[config.mk]
export PLATFORM = sky130hd
export DESIGN_NAME = alu_serial_responder
export DESIGN_NICKNAME = d
export VERILOG_FILES = /design/src/rtl/alu_serial_responder.sv
export SDC_FILE = /design/constraint.sdc
export NUM_CORES = 1
export LEC_CHECK = 0
export ABC_AREA = 1
export CORE_MARGIN = 3
export CORE_UTILIZATION = 45
export DETAILED_ROUTE_END_ITERATION = 12
export PLACE_DENSITY = 0.71
export REMOVE_ABC_BUFFERS = 1
export SLEW_MARGIN = 40
export SYNTH_ARGS = -nofsm -noshare
export SYNTH_HDL_FRONTEND = slang
export SYNTH_SLANG_ARGS = --single-unit
[constraint.sdc]
create_clock -name clk -period 5.6 [get_ports clk]
set_input_delay 1.12 -clock clk [delete_from_list [all_inputs] [get_ports clk]]
set_output_delay 1.12 -clock clk [all_outputs]
set_load 0.1 [all_outputs]
[src/rtl/alu_serial_responder.sv]
// alu_serial_responder
//   DUT-side endpoint of the ALU serial protocol. Deserializes 11-bit frames
//   (start 0, type, 8 payload bits MSB first, stop 1) from sin, collects eight
//   data bytes as operands B and A, validates the command frame (length,
//   CRC4, opcode), runs the ALU operation and serializes either a result
//   packet (4 data frames + 1 command frame) or a single error frame on sout.
//
// Parameters
//   RESP_DELAY  idle cycles between command stop bit and response start (>= 1)
//
// Ports
//   clk      system clock, rising edge
//   rst_n    asynchronous active-low reset
//   sin      serial input, idles high
//   sout     serial output (registered), idles high
//   busy     high from command acceptance until after the last response stop bit
//   err_cnt  saturating count of error responses (only with ALU_RESP_ERR_COUNT_EN)
//
// Optional feature macro: ALU_RESP_ERR_COUNT_EN
module alu_serial_responder #(
    parameter int unsigned RESP_DELAY = 2
) (
    input  logic       clk,
    input  logic       rst_n,
    input  logic       sin,
`ifdef ALU_RESP_ERR_COUNT_EN
    output logic [7:0] err_cnt,
`endif
    output logic       sout,
    output logic       busy
);

    localparam int unsigned WAIT_W = (RESP_DELAY < 2) ? 1 : $clog2(RESP_DELAY + 1);

    typedef enum logic {RX_IDLE, RX_FRAME} rx_state_t;
    typedef enum logic [1:0] {TX_IDLE, TX_WAIT, TX_FRAME} tx_state_t;

    rx_state_t         rx_state, rx_state_d;
    logic [3:0]        rx_bit, rx_bit_d;
    logic              rx_type, rx_type_d;
    logic [7:0]        rx_byte, rx_byte_d;
    logic [3:0]        data_cnt, data_cnt_d;
    logic [63:0]       opnd_sr, opnd_sr_d;

    tx_state_t         tx_state, tx_state_d;
    logic [WAIT_W-1:0] wait_cnt, wait_cnt_d;
    logic [3:0]        tx_bit, tx_bit_d;
    logic [2:0]        frame_idx, frame_idx_d;
    logic [2:0]        last_idx, last_idx_d;
    logic [39:0]       resp_data, resp_data_d;
    logic              sout_d, busy_d;

    logic              cmd_accept;

    // ------------------------------------------------------------------
    // CRC helpers (MSB-first LFSR, init 0)
    // ------------------------------------------------------------------
    function automatic logic [3:0] crc4_calc(input logic [67:0] msg);
        logic [3:0]  c;
        logic [67:0] m;
        logic        fb;
        c = '0;
        m = msg;
        for (int unsigned i = 0; i < 68; i++) begin
            fb = c[3] ^ m[67];
            c  = {c[2:0], 1'b0} ^ (fb ? 4'b0011 : 4'b0000);
            m  = m << 1;
        end
        return c;
    endfunction

    function automatic logic [2:0] crc3_calc(input logic [36:0] msg);
        logic [2:0]  c;
        logic [36:0] m;
        logic        fb;
        c = '0;
        m = msg;
        for (int unsigned i = 0; i < 37; i++) begin
            fb = c[2] ^ m[36];
            c  = {c[1:0], 1'b0} ^ (fb ? 3'b011 : 3'b000);
            m  = m << 1;
        end
        return c;
    endfunction

    // ------------------------------------------------------------------
    // Command decode and ALU (valid while the command stop bit is sampled)
    // ------------------------------------------------------------------
    logic [31:0] op_b, op_a, alu_c;
    logic [2:0]  cmd_op;
    logic [3:0]  cmd_crc, flags;
    logic [32:0] sum33, dif33;
    logic        carry, ovf, op_ok;
    logic        e_data, e_crc, e_op, any_err;
    logic [5:0]  err6;
    logic [7:0]  err_payload;
    logic [2:0]  res_crc3;

    assign op_b    = opnd_sr[63:32];
    assign op_a    = opnd_sr[31:0];
    assign cmd_op  = rx_byte[6:4];
    assign cmd_crc = rx_byte[3:0];

    always_comb begin
        sum33 = {1'b0, op_b} + {1'b0, op_a};
        dif33 = {1'b0, op_b} - {1'b0, op_a};
        alu_c = '0;
        carry = 1'b0;
        ovf   = 1'b0;
        op_ok = 1'b1;
        case (cmd_op)
            3'b000: alu_c = op_b & op_a;
            3'b001: alu_c = op_b | op_a;
            3'b100: begin
                alu_c = sum33[31:0];
                carry = sum33[32];
                ovf   = (op_b[31] == op_a[31]) && (sum33[31] != op_b[31]);
            end
            3'b101: begin
                alu_c = dif33[31:0];
                carry = dif33[32];   // borrow out equals B < A unsigned
                ovf   = (op_b[31] != op_a[31]) && (dif33[31] != op_b[31]);
            end
            default: op_ok = 1'b0;
        endcase
        flags = {carry, ovf, (alu_c == '0), alu_c[31]};

        e_data  = (data_cnt != 4'd8);
        e_crc   = !e_data && (crc4_calc({op_b, op_a, 1'b1, cmd_op}) != cmd_crc);
        e_op    = !e_data && !e_crc && !op_ok;
        any_err = e_data || e_crc || e_op;
        err6        = {e_data, e_crc, e_op, e_data, e_crc, e_op};
        err_payload = {1'b1, err6, ^{1'b1, err6}};
        res_crc3    = crc3_calc({alu_c, 1'b0, flags});
    end

    // ------------------------------------------------------------------
    // Current transmit bit
    // ------------------------------------------------------------------
    logic [7:0] cur_byte;
    logic [2:0] bit_sel;
    logic       frame_bit;

    always_comb begin
        case (frame_idx)
            3'd0:    cur_byte = resp_data[39:32];
            3'd1:    cur_byte = resp_data[31:24];
            3'd2:    cur_byte = resp_data[23:16];
            3'd3:    cur_byte = resp_data[15:8];
            default: cur_byte = resp_data[7:0];
        endcase
        bit_sel   = 3'(4'd9 - tx_bit);
        frame_bit = 1'b1;
        if (tx_bit == 4'd1)
            frame_bit = (frame_idx == last_idx);   // only the final frame is a command frame
        else if (tx_bit >= 4'd2 && tx_bit <= 4'd9)
            frame_bit = cur_byte[bit_sel];
    end

    // ------------------------------------------------------------------
    // Next-state logic for RX and TX FSMs
    // ------------------------------------------------------------------
    always_comb begin
        rx_state_d  = rx_state;
        rx_bit_d    = rx_bit;
        rx_type_d   = rx_type;
        rx_byte_d   = rx_byte;
        data_cnt_d  = data_cnt;
        opnd_sr_d   = opnd_sr;
        tx_state_d  = tx_state;
        wait_cnt_d  = wait_cnt;
        tx_bit_d    = tx_bit;
        frame_idx_d = frame_idx;
        last_idx_d  = last_idx;
        resp_data_d = resp_data;
        sout_d      = sout;
        busy_d      = busy;
        cmd_accept  = 1'b0;

        case (rx_state)
            RX_IDLE: begin
                if (!sin && !busy) begin
                    rx_state_d = RX_FRAME;
                    rx_bit_d   = 4'd1;
                end
            end
            RX_FRAME: begin
                if (rx_bit == 4'd1)
                    rx_type_d = sin;
                else if (rx_bit != 4'd10)
                    rx_byte_d = {rx_byte[6:0], sin};

                if (rx_bit == 4'd10) begin
                    rx_state_d = RX_IDLE;
                    rx_bit_d   = '0;
                    if (!sin) begin
                        data_cnt_d = '0;
                    end else if (!rx_type) begin
                        // operand bytes are committed only on a good stop bit
                        opnd_sr_d = {opnd_sr[55:0], rx_byte};
                        if (data_cnt != 4'd9)
                            data_cnt_d = data_cnt + 4'd1;
                    end else begin
                        cmd_accept = 1'b1;
                        data_cnt_d = '0;
                    end
                end else begin
                    rx_bit_d = rx_bit + 4'd1;
                end
            end
            default: rx_state_d = RX_IDLE;
        endcase

        case (tx_state)
            TX_IDLE: ;
            TX_WAIT: begin
                if (wait_cnt == '0) begin
                    tx_state_d = TX_FRAME;
                    sout_d     = 1'b0;
                    tx_bit_d   = 4'd1;
                end else begin
                    wait_cnt_d = wait_cnt - 1'b1;
                end
            end
            TX_FRAME: begin
                if (tx_bit == 4'd11) begin
                    if (frame_idx == last_idx) begin
                        tx_state_d = TX_IDLE;
                        sout_d     = 1'b1;
                        busy_d     = 1'b0;
                    end else begin
                        frame_idx_d = frame_idx + 3'd1;
                        sout_d      = 1'b0;
                        tx_bit_d    = 4'd1;
                    end
                end else begin
                    sout_d   = frame_bit;
                    tx_bit_d = tx_bit + 4'd1;
                end
            end
            default: tx_state_d = TX_IDLE;
        endcase

        if (cmd_accept) begin
            busy_d      = 1'b1;
            tx_state_d  = TX_WAIT;
            wait_cnt_d  = WAIT_W'(RESP_DELAY);
            tx_bit_d    = '0;
            frame_idx_d = '0;
            if (any_err) begin
                resp_data_d = {err_payload, 32'h0};
                last_idx_d  = 3'd0;
            end else begin
                resp_data_d = {alu_c, 1'b0, flags, res_crc3};
                last_idx_d  = 3'd4;
            end
        end
    end

    always_ff @(posedge clk or negedge rst_n) begin
        if (!rst_n) begin
            rx_state  <= RX_IDLE;
            rx_bit    <= '0;
            rx_type   <= 1'b0;
            rx_byte   <= '0;
            data_cnt  <= '0;
            opnd_sr   <= '0;
            tx_state  <= TX_IDLE;
            wait_cnt  <= '0;
            tx_bit    <= '0;
            frame_idx <= '0;
            last_idx  <= '0;
            resp_data <= '0;
            sout      <= 1'b1;
            busy      <= 1'b0;
        end else begin
            rx_state  <= rx_state_d;
            rx_bit    <= rx_bit_d;
            rx_type   <= rx_type_d;
            rx_byte   <= rx_byte_d;
            data_cnt  <= data_cnt_d;
            opnd_sr   <= opnd_sr_d;
            tx_state  <= tx_state_d;
            wait_cnt  <= wait_cnt_d;
            tx_bit    <= tx_bit_d;
            frame_idx <= frame_idx_d;
            last_idx  <= last_idx_d;
            resp_data <= resp_data_d;
            sout      <= sout_d;
            busy      <= busy_d;
        end
    end

`ifdef ALU_RESP_ERR_COUNT_EN
    always_ff @(posedge clk or negedge rst_n) begin
        if (!rst_n)
            err_cnt <= '0;
        else if (cmd_accept && any_err && (err_cnt != 8'hFF))
            err_cnt <= err_cnt + 8'd1;
    end
`endif

endmodule

-- Word-level counts from Yosys, hierarchy flattened
Cells that the tools add are included.
W data, S select, Z words.
- bits of input ports: 3
- register bits after elaboration: 138
- order comparisons: 3
- muxes and demuxes: 154
- bitwise logic cells: 209
- reduce and logical (&&, ||, !) cells: 37
- equality and inequality tests: 31
- add/subtract/negate cells: 8
- operators by type and width (operator ; number):
    $xor A4 B2 Y4 ; 66
    $mux W2 ; 112
    $pmux W32 S4 ; 1
    $xor A3 B2 Y3 ; 37
    $xor A1 B1 Y1 ; 98
    $mux W40 ; 1
    $mux W4 ; 9
    $add A32 B32 Y33 ; 1
    $sub A32 B32 Y33 ; 1
    $and A32 B32 Y32 ; 1
    $logic_not A32 Y1 ; 1
    $or A32 B32 Y32 ; 1
    $pmux W8 S4 ; 1
    $mux W1 ; 17
    $ne A4 B4 Y1 const B ; 4
    $pmux W4 S2 ; 2
    $mux W3 ; 5
    $reduce_and A3 Y1 ; 5
    $add A4 B1 Y4 const B ; 3
    $ne A2 B2 Y1 const B ; 5
    $reduce_bool A2 Y1 ; 5
    $ne A3 B3 Y1 const B ; 3
    $eq A4 B1 Y1 const B ; 2
    $eq A4 B4 Y1 const B ; 2
    31 further kinds ; 59

-- Logic depth before layout (Yosys ltp)
Gate-level depths: netlist of the first run.
- depth after elaboration: 205
- gate-level depth with buffers: 71

-- Worst setup path after synthesis of the first run
Ideal clock, no wire load.
- path kind: register to register
- from: register opnd_sr[25]
- to: register resp_data[1]
- stages on the path, launching flop included: 61
- required time: 5.483 ns
- path buffers: 1
- slack: -0.192 ns
- data arrival time: 5.675 ns
- cell sequence: dfrtp_1 > inv_1 > ha_1 > clkbuf_1 > nor2_1 > inv_1 > nor4_1 > nand3_1 > nand3_1 > nand3_1 > nand2_1 > nand2_1 > nand3_1 > nand2_1 > nor2_1 > ha_1 > inv_1 > nand4_1 > [25 not listed] > nand2_1 > nand2_1 > nand2_1 > nand2_1 > nand2_1 > nand2_1 > nand3_1 > nand2_1 > nand2_2 > nand2_2 > nand2_2 > nand2_2 > xor2_1 > inv_1 > nand2_1 > nand2_1 > nand3_1 > nand2_1
- word-level cells in the longest chain between the ends: 75
- elaborated cells on any way between the ends: 211
- classes of those cells: add/sub (2); eq/ne (3); mux (68); bitwise (129); reduce/logical (9)
- RTL lines (what ; RTL line ; text):
    from (decl) ; 43 ; logic [63:0] opnd_sr, opnd_sr_d;
    from (signal assigned) ; 282 ; opnd_sr <= opnd_sr_d;
    $sub A32 B32 Y33 or $add A32 B32 Y33 (tied branches) ; 106, 105 ;
    $pmux W32 S4 ; 111 ; case (cmd_op)
    $xor A1 B1 Y1 or $mux W2 (tied branches) ; 79, 80 ;
    $mux W2 or $xor A3 B2 Y3 (tied branches) ; 80 ; c = {c[1:0], 1'b0} ^ (fb ? 3'b011 : 3'b000);
    $xor A3 B2 Y3 or $xor A1 B1 Y1 (tied branches) ; 80, 79 ;
    $xor A3 B2 Y3 or $mux W2 (tied branches) ; 80 ;
    $xor A1 B1 Y1 or $xor A3 B2 Y3 (tied branches) ; 79, 80 ;
    $mux W2 or $xor A3 B2 Y3 (tied branches) ; 80 ;
    [59 not listed] ; n/a ;
    $mux W2 or $xor A1 B1 Y1 (tied branches) ; 80, 79 ;
    $xor A3 B2 Y3 or $mux W2 (tied branches) ; 80 ;
    $xor A3 B2 Y3 ; 80 ;
    $xor A1 B1 Y1 or $xor A3 B2 Y3 (tied branches) ; 79, 80 ;
    $mux W2 or $xor A1 B1 Y1 (tied branches) ; 80, 79 ;
    $xor A3 B2 Y3 or $mux W2 (tied branches) ; 80 ;
    $xor A3 B2 Y3 ; 80 ;
    $mux W40 (*) ; 250 ; if (any_err) begin
    to (signal assigned) ; 288 ; resp_data <= resp_data_d;
    to (decl) ; 50 ; logic [39:0] resp_data, resp_data_d;
Every way passes the cells marked *; elsewhere a longest branch is shown, timed or not.
A chain may end at the register's enable or synchronous reset.

-- Final worst setup path of the first run
- from: register opnd_sr[32]
- to: register resp_data[2]
- word-level cells in the longest chain between the ends: 75
- elaborated cells on any way between the ends: 230
- classes of those cells: add/sub (2); eq/ne (3); mux (74); bitwise (142); reduce/logical (9)
- RTL lines (what ; RTL line ; text):
    $sub A32 B32 Y33 or $add A32 B32 Y33 (tied branches) ; 106, 105 ;
    $pmux W32 S4 ; 111 ;
    $xor A1 B1 Y1 ; 79 ; fb = c[2] ^ m[36];
    $mux W2 ; 80 ;
    $xor A3 B2 Y3 (2 in a row) ; 80 ;
    $xor A1 B1 Y1 ; 79 ;
    $mux W2 ; 80 ;
    $xor A3 B2 Y3 (2 in a row) ; 80 ;
    [54 not listed] ; n/a ;
    $xor A3 B2 Y3 (2 in a row) ; 80 ;
    $xor A1 B1 Y1 ; 79 ;
    $mux W2 ; 80 ;
    $xor A3 B2 Y3 (2 in a row) ; 80 ;
    $xor A1 B1 Y1 ; 79 ;
    $mux W2 ; 80 ;
    $xor A3 B2 Y3 (2 in a row) ; 80 ;
    $mux W40 (*) ; 250 ;
Marked as above.

==> run summary, run 1 <==
The final reports fail on negative setup slack. The die area came out at 34,600 µm². The I/O pin total is 5. The count of synthesis-stage warnings from yosys is 0. The count of antenna diodes in the layout came out at 0.

The layout overhead on the synthesized area came out at 50.8%. STA classifies the critical path endpoint as a flip-flop. The number of nets in the final layout came out at between 2,000 and 3,000. The chip height is about 190 µm. STA classifies the critical path startpoint as a flip-flop.

Averaged over all synthesized cells, the footprint is between 6 and 7 µm². The x dimension of the die is 186 µm. The number of endpoints with negative hold slack in the final report came out at 0. In this run the critical register-to-register path is launched from opnd_sr[32]$_DFFE_PN0P_. For this design the static power due to leakage is roughly 11 nW. Across the VDD grid, the largest voltage drop is just over 0.2 mV. The data arrival time of the worst path is approximately 7000 ps.

Adding up every negative setup slack in the final design gives -37,140 ps. The total power draw came out at 2.13 mW. The worst-margin pin slew came out at 895 ps. The H-tree was split into 4 levels.

Based on the critical path, the design can be clocked at up to 147 MHz. Summing over every cut layer, the via total after detailed routing is 18,700. The kind of cell with the highest combined delay along the critical path is simple AND/OR/NAND/NOR gates. The ratio of cells with drive above 1 in the final layout came out at 0.407. Counting cells, the worst reg-to-reg path comes to between 50 and 60. Yosys mapped the design onto between 50 and 60 distinct sky130hd cell types. The met1 track demand over resource in global routing came out at 0.456.

The post-detailed-route wirelength per cell is around 20 µm. The clock period minus worst slack came out at about 6800 ps. Synthesis produced around 2,300 cells. The maximum clock path buffer count is 2. The global-route wire length before repair is 93,000 µm. The most used flip-flop cell after synthesis is sky130_fd_sc_hd__dfrtp_1. Of all nets on the critical path, the largest fanout is 4. For this run, the total global-route usage over all layers was measured as 0.347. The sequential cell area fraction in the yosys report is 0.232. The tightest slew margin relative to the limit is 0.399. At the end of routability-driven placement, the weighted congestion stood at 1.07.

The residual DRC count came out at 0. The average via count per standard cell came out at 5.82. The hold-fix buffer count after cts came out at 0. The worst setup path is of the flip-flop to flip-flop kind. The HPWL after detailed placement is around 47,000 µm. The tightest min-delay check is of the flip-flop to flip-flop type. The number of synthesized flops with an enable pin is 0. The run finished, with violations left. The total standard cell area after synthesis is between 10,000 and 15,000 µm².

For this block, the initial DRC count from the detailed router was between 1,500 and 2,000. Counting instances, the worst hold path has a depth of 2. The count of max-cap constraint violations is 0. The total grt overflow came out at 0. The largest net degree at the start of global routing came out at 75.

The setup violation total in the final timing report came out at 40. The via count of the first global-routing pass is between 15,000 and 20,000. The detailed-routing iteration count for the pre-antenna-repair pass is 5.

The tree is rooted in a sky130_fd_sc_hd__clkbuf_16. The later pin in the worst-skew pair is clocked with a latency of between 400 and 500 ps. The endpoint of the most critical register-to-register path is resp_data[2]$_DFFE_PN0P_. The final critical-path setup slack is -1180 ps. The final cell area excluding filler cells is approximately 22,000 µm². After global routing, the most crowded layer is met2. The count of state elements after synthesis came out at between 100 and 150. The flop-to-flop setup slack came out at -1180 ps. The starting utilization of the core area is 0.459. The met2 routing resource usage after global routing is 0.564. Among all stages on the critical path, the largest delay is contributed by sky130_fd_sc_hd__dfrtp_1. The most common cell after layout, fill and taps aside is sky130_fd_sc_hd__buf_4. The total clock buffers created by CTS is 17.

In this run the most critical hold path is launched from sout$_DFFE_PN1P_. The clock tree skew after final layout is roughly 21 ps. TritonCTS built the clock tree. The buffering stage count on the worst path with inverters included is 7.

Counting flops with an async set or reset pin after synthesis yields a share of 1.00. The sum of routed wire length over all layers came out at 65,100 µm. The number of antenna violations at the first check in global routing came out at 2.

The total cell area at the placement stage came out at 18,400 µm². Leaving out fill and tap cells, the most frequent cells in the layout are sky130_fd_sc_hd__buf_4 (505), sky130_fd_sc_hd__nand2_1 (426), sky130_fd_sc_hd__inv_1 (274). In this run the core area contains 65 standard-cell rows. The count of final max-slew check failures came out at 0. The required arrival time at the worst endpoint came out at around 6000 ps. The portion of the clock cycle consumed by the worst path in the final layout came out at 1.21.

The met3 track demand over resource came out at 0.0549. OpenSTA, run right after detailed placement, puts the worst setup slack at -1110 ps. The clock sink count is roughly 140.

Setup repair after global routing could not meet its margin everywhere. The area of the core came out at 31,700 µm². The sink of the worst hold path is sout$_DFFE_PN1P_. The count of port buffers added during placement is 4. The cell occurring most often along the worst timing path is sky130_fd_sc_hd__nand2_1. In this run the power density over the cells is approximately 97 nW/µm². Once layout is complete, the utilization of the core stands at 0.693. The number of antenna-violating nets in the routed design is 0. The clock input transition at the sequential cells of the worst setup and hold paths came out at roughly 80 ps. The delay of the slowest cell on the worst path is 450 ps.
synth_stat cells, drive strengths merged, types with 5 or more instances:
| master | count | area (µm²) |
|---|---|---|
| clkbuf | 38 | 146 |
| a21oi | 109 | 549 |
| nand3 | 268 | 1410 |
| a21boi | 8 | 63.8 |
| nand2 | 708 | 2860 |
| a31oi | 11 | 68.8 |
| inv | 343 | 1290 |
| nor4 | 6 | 37.5 |
| a221oi | 8 | 70.1 |
| buf | 17 | 114 |
| nand3b | 9 | 67.6 |
| o21bai | 7 | 52.6 |
| dfrtp | 134 | 3350 |
| nand4 | 22 | 153 |
| nor3 | 32 | 165 |
| or2 | 5 | 31.3 |
| xor2 | 23 | 201 |
| o22ai | 39 | 350 |
| o211ai | 5 | 37.5 |
| nor2 | 151 | 579 |
| a21o | 9 | 67.6 |
| o21ai | 205 | 1070 |
| ha | 121 | 1510 |
area by class of cell:
class	instances	area [µm²]
multi-input combinational	1775	12100
fill	2481	9750
timing repair buffer	528	4110
sequential	135	3380
inverter	347	1320
tap	402	503
clock buffer	18	439
clock inverter	14	129
worst max path at each step:
| stage | start | end | slack [ps] | cells past startpoint |
|---|---|---|---|---|
| 2_1_floorplan | opnd_sr[0]$_DFFE_PN0P_ | resp_data[2]$_DFFE_PN0P_ | -230 | 60 |
| 3_3_place_gp | opnd_sr[21]$_DFFE_PN0P_ | resp_data[2]$_DFFE_PN0P_ | -750 | 61 |
| 3_5_place_dp | opnd_sr[21]$_DFFE_PN0P_ | resp_data[1]$_DFFE_PN0P_ | -1110 | 60 |
| 4_1_cts | opnd_sr[0]$_DFFE_PN0P_ | resp_data[2]$_DFFE_PN0P_ | -510 | 58 |
| 5_1_grt | opnd_sr[4]$_DFFE_PN0P_ | resp_data[1]$_DFFE_PN0P_ | -1600 | 59 |
| 6_report | opnd_sr[32]$_DFFE_PN0P_ | resp_data[2]$_DFFE_PN0P_ | -1180 | 59 |
sequential cells by signal (all words and copies together) (netlist names), 3 cells and up:
register   count
opnd_sr       64
resp_data     39
rx_byte        8
data_cnt       4
rx_bit         4
tx_bit         4
frame_idx      3
timing repair:
action	CTS	global route
gates cloned	2	0
gates resized for setup	353	285
pin swaps	100	143
setup buffers	27	23
endpoints found under the hold margin	0	0
setup endpoints to repair	40	40
metrics by stage:
stage | hold slack, ps | cells
3_5_place_dp | 476 | 3135
5_1_grt | 514 | 3219
4_1_cts | 491 | 3196
3_3_place_gp | 464 | 3134
2_1_floorplan | 449 | 2257
6_report | 490 | 3219
power by group:
part | internal [mW] | switching [mW]
Combinational | 0.00228 | 0.0219
Sequential | 0.975 | 0
Clock | 0.598 | 0.534
worst register-to-register path: cells and delay by family, from the launching register on:
family	cells	cell delay, ps
simple gates	45	4160
fa+ha+maj	3	860
buf+inv	7	660
flops	1	450
compound gates	3	450
xor+xnor	1	200
routing by layer:
layer,vias to the layer above,routed length (µm)
met2,1043,29400
met5,-,33
li1,8548,-
met1,8874,26300
met4,4,3900
met3,266,5410
kinds of logic after synthesis:
| group | Yosys count | share of synthesized area |
|---|---|---|
| simple gates | 1203 | 0.365 |
| compound gates | 424 | 0.173 |
| fa+ha+maj | 123 | 0.107 |
| buf+inv | 402 | 0.107 |
| flops | 135 | 0.232 |
| xor+xnor | 25 | 0.0160 |
Power figures use the tool's default switching activity.
==> run 2: changes to the inputs <==
- CORE_ASPECT_RATIO: default -> 0.7
- CTS_CLUSTER_SIZE: default -> 8
==> run 2 against run 1 <==
  * The flow still finishes with violations (negative setup slack)
  * Flip-flop and latch count stayed put
  * Power is 4.4% higher
  * Non-clock buffer count is 13 higher
  * Sequential power hardly changed
  * Wire length is 5.7% higher
  * Maximum frequency is 4.2% higher
  * Critical endpoint is now resp_data[32]$_DFFE_PN0P_
  * Largest power group unchanged
==> run summary, run 2 (synthesized netlist as in run 1, its figures left out) <==
The number of nets in the final layout was 2,943 (was 2,930). The cell occurring most often along the worst timing path is sky130_fd_sc_hd__nand2_4 (was sky130_fd_sc_hd__nand2_1). The global-route wire length before repair is 96,300 µm (was 93,000 µm). Largest registers: opnd_sr (64), resp_data (39), rx_byte (8) (unchanged). The flop-to-flop setup slack came out at -910 ps (was -1180 ps). The clock sink count is 135 (unchanged).

The cell with the largest stage delay on the worst path is sky130_fd_sc_hd__dfrtp_2 (was sky130_fd_sc_hd__dfrtp_1). The met2 routing resource usage after global routing came out at 0.526 (was 0.564). The number of antenna violations at the first check in global routing came out at 0 (was 2). The chip height came out at 157 µm (was 186 µm). The met1 track demand over resource in global routing is 0.527 (was 0.456). Violations in the final reports: negative setup slack (unchanged). The area of the core is 31,500 µm² (was 31,700 µm²).

The path class of the lowest-slack min-delay path is flip-flop to flip-flop (unchanged). The combined global-route utilization of all metal layers came out at 0.362 (was 0.347). The via count of the first global-routing pass came to 16,700 (was 17,400).

The cell count of the worst reg-to-reg path is 63 (was 59). The post-detailed-route wirelength per cell came out at 21.2 µm (was 20.2 µm). The clock tree skew after final layout came out at 17.2 ps (was 20.5 ps). The total half-perimeter wirelength after legalization and detailed placement is 51,200 µm (was 47,100 µm). The buffering stage count on the worst path with inverters included is 13 (was 7). The endpoint of the most critical setup path was resp_data[32]$_DFFE_PN0P_ (was resp_data[2]$_DFFE_PN0P_). The total clock buffers created by CTS is 17 (unchanged). The hold-fix buffer count after cts came out at 0 (unchanged).

The worst setup slack before clock tree synthesis came to -1090 ps (was -1110 ps). The areal power density over the cells came out at 97.7 nW/µm² (was 97.0 nW/µm²). The number of endpoints with negative hold slack in the final report came out at 0 (unchanged).

The element type at the critical path start is a flip-flop (unchanged). The final critical-path setup slack came out at -910 ps (was -1180 ps). The critical path endpoint category is a flip-flop (unchanged). The average via count per standard cell came out at 5.71 (was 5.82). The total grt overflow was 0 (unchanged). The final core utilization is 0.723 (was 0.693). The total power draw came out at 2.22 mW (was 2.13 mW). The residual DRC count is 0 (unchanged).

The highest fanout seen on the critical path came out at 8 (was 4). The count of antenna diodes in the layout came to 0 (unchanged). The number of antenna-violating nets in the routed design is 0 (unchanged).

The ratio of cells with drive above 1 in the final layout came out at 0.448 (was 0.407). The critical path depth in cells came out at 63 (was 59). The tightest slew margin relative to the limit came to 0.302 (was 0.399).

The top achievable clock speed came out at 154 MHz (was 147 MHz). The sum of negative setup slack came out at -34,100 ps (was -37,140 ps). The count of max-cap constraint violations is 0 (unchanged).

The delay of the slowest cell on the worst path is 500 ps (was 450 ps). The worst-margin pin slew came to 1020 ps (was 895 ps). The number of vias after detailed routing came out at 18,600 (was 18,700). The CTS tree is yes (unchanged). The sum of routed wire length over all layers came out at 68,800 µm (was 65,100 µm). The clock period minus worst slack is 6510 ps (was 6780 ps). The I/O pin total came out at 5 (unchanged).

The x dimension of the die is 221 µm (was 186 µm). The placement row count is 54 (was 65). The number of flip-flops under the largest register name came out at 64 (unchanged). The source of the critical timing path was opnd_sr[63]$_DFFE_PN0P_ (was opnd_sr[32]$_DFFE_PN0P_).

The insertion delay of the later-clocked pin in the worst-skew pair came out at 470 ps (was 460 ps). Status: complete, but fails checks (unchanged). The path type of the worst setup path is flip-flop to flip-flop (unchanged). RSZ-0062 raised after global routing: yes (unchanged). Top library cells by usage in the layout, fill and taps aside: sky130_fd_sc_hd__buf_4 (515), sky130_fd_sc_hd__nand2_1 (371), sky130_fd_sc_hd__inv_1 (263) (was sky130_fd_sc_hd__buf_4 (505), sky130_fd_sc_hd__nand2_1 (426), sky130_fd_sc_hd__inv_1 (274)). The starting utilization of the core area came out at 0.463 (was 0.459). The largest delay contributor family on the critical path was simple AND/OR/NAND/NOR gates (unchanged). The number of design-rule violations left by the first detailed-router iteration is 2,059 (was 1,958). The clock input transition at the sequential cells of the worst setup and hold paths is 70 ps (was 80 ps). The layout overhead on the synthesized area came out at 56.3% (was 50.8%).

The peak-usage layer in the global routing report is met1 (was met2). The endpoint of the most critical register-to-register path is resp_data[32]$_DFFE_PN0P_ (was resp_data[2]$_DFFE_PN0P_). The placer's final routability congestion estimate is 1.04 (was 1.07). The most common cell after layout, fill and taps aside is sky130_fd_sc_hd__buf_4 (unchanged). The count of port buffers added during placement is 4 (unchanged). The setup violation total in the final timing report came to 40 (unchanged). The cell leakage power is 11.7 nW (was 11.4 nW).

The number of levels in the clock H-tree came out at 4 (unchanged). The required arrival time at the worst endpoint came out at 5950 ps (was 6000 ps). The cell at the root of the clock tree is sky130_fd_sc_hd__clkbuf_16 (unchanged). The maximum clock path buffer count is 2 (unchanged). The count of final max-slew check failures came out at 0 (unchanged). The data arrival time of the worst path is 6860 ps (was 7180 ps).

The portion of the clock cycle consumed by the worst path in the final layout is 1.16 (was 1.21). The detailed-routing iteration count for the pre-antenna-repair pass is 7 (was 5). The largest net degree at the start of global routing is 83 (was 75). The peak supply drop came out at 0.159 mV (was 0.203 mV).

The met3 track demand over resource came to 0.110 (was 0.0549). The start of the worst register-to-register path was opnd_sr[63]$_DFFE_PN0P_ (was opnd_sr[32]$_DFFE_PN0P_). The register with the most flip-flops is opnd_sr (unchanged).

The die area came out at 34,600 µm² (about the same).
[run 2: area by class of cell]
type | instances | area (µm²)
Fill cell | 2497 | 8730
Clock buffer | 19 | 433
Sequential cell | 135 | 3390
Inverter | 347 | 1330
Timing Repair Buffer | 541 | 4170
Tap cell | 420 | 526
Multi-Input combinational cell | 1775 | 12700
Clock inverter | 13 | 171
[run 2: worst min-delay path by stage]
stage                                          from                   endpoint  cells after the start
after floorplan           resp_data[37]$_DFFE_PN0P_  resp_data[37]$_DFFE_PN0P_                      2
after global placement       rx_byte[0]$_DFFE_PN0P_     rx_byte[0]$_DFFE_PN0P_                      2
after detailed placement           sout$_DFFE_PN1P_           sout$_DFFE_PN1P_                      2
after CTS                          sout$_DFFE_PN1P_           sout$_DFFE_PN1P_                      2
after global routing               sout$_DFFE_PN1P_           sout$_DFFE_PN1P_                      2
final                              sout$_DFFE_PN1P_           sout$_DFFE_PN1P_                      2
[run 2: timing repair]
action,in CTS,in global routing
setup buffers,22,22
resized for setup,354,475
cloned,0,1
pin swaps,137,256
endpoints found under the setup margin,40,40
[run 2: stage by stage]
| stage | hold slack [ps] | instances | area, µm² |
|---|---|---|---|
| CTS | 482 | 3226 | 20600 |
| global placement | 472 | 3174 | 18600 |
| finish | 484 | 3250 | 22800 |
| detailed placement | 475 | 3174 | 18600 |
| floorplan | 449 | 2257 | 14300 |
| global route | 504 | 3250 | 22800 |
[run 2: worst reg2reg max path, delay by kind of cell (launching register included)]
family,cells,cell delay [ps]
buffers and inverters,13,1230
flip-flops,1,500
AND/OR/NAND/NOR,50,4660
[run 2: metal layers]
| metal | vias up | part of all wire |
|---|---|---|
| li1 | 8589 | - |
| met1 | 8861 | 0.44 |
| met2 | 934 | 0.41 |
| met3 | 173 | 0.12 |
| met4 | 0 | 0.033 |
| met5 | - | 0 |
[run 2: power by group]
part	internal (mW)	switching, mW	total, mW	leakage (nW)
Combinational	0.00191	0.0203	0.0222	9.66
Clock	0.706	0.520	1.23	0.289
Sequential	0.975	0	0.975	1.71
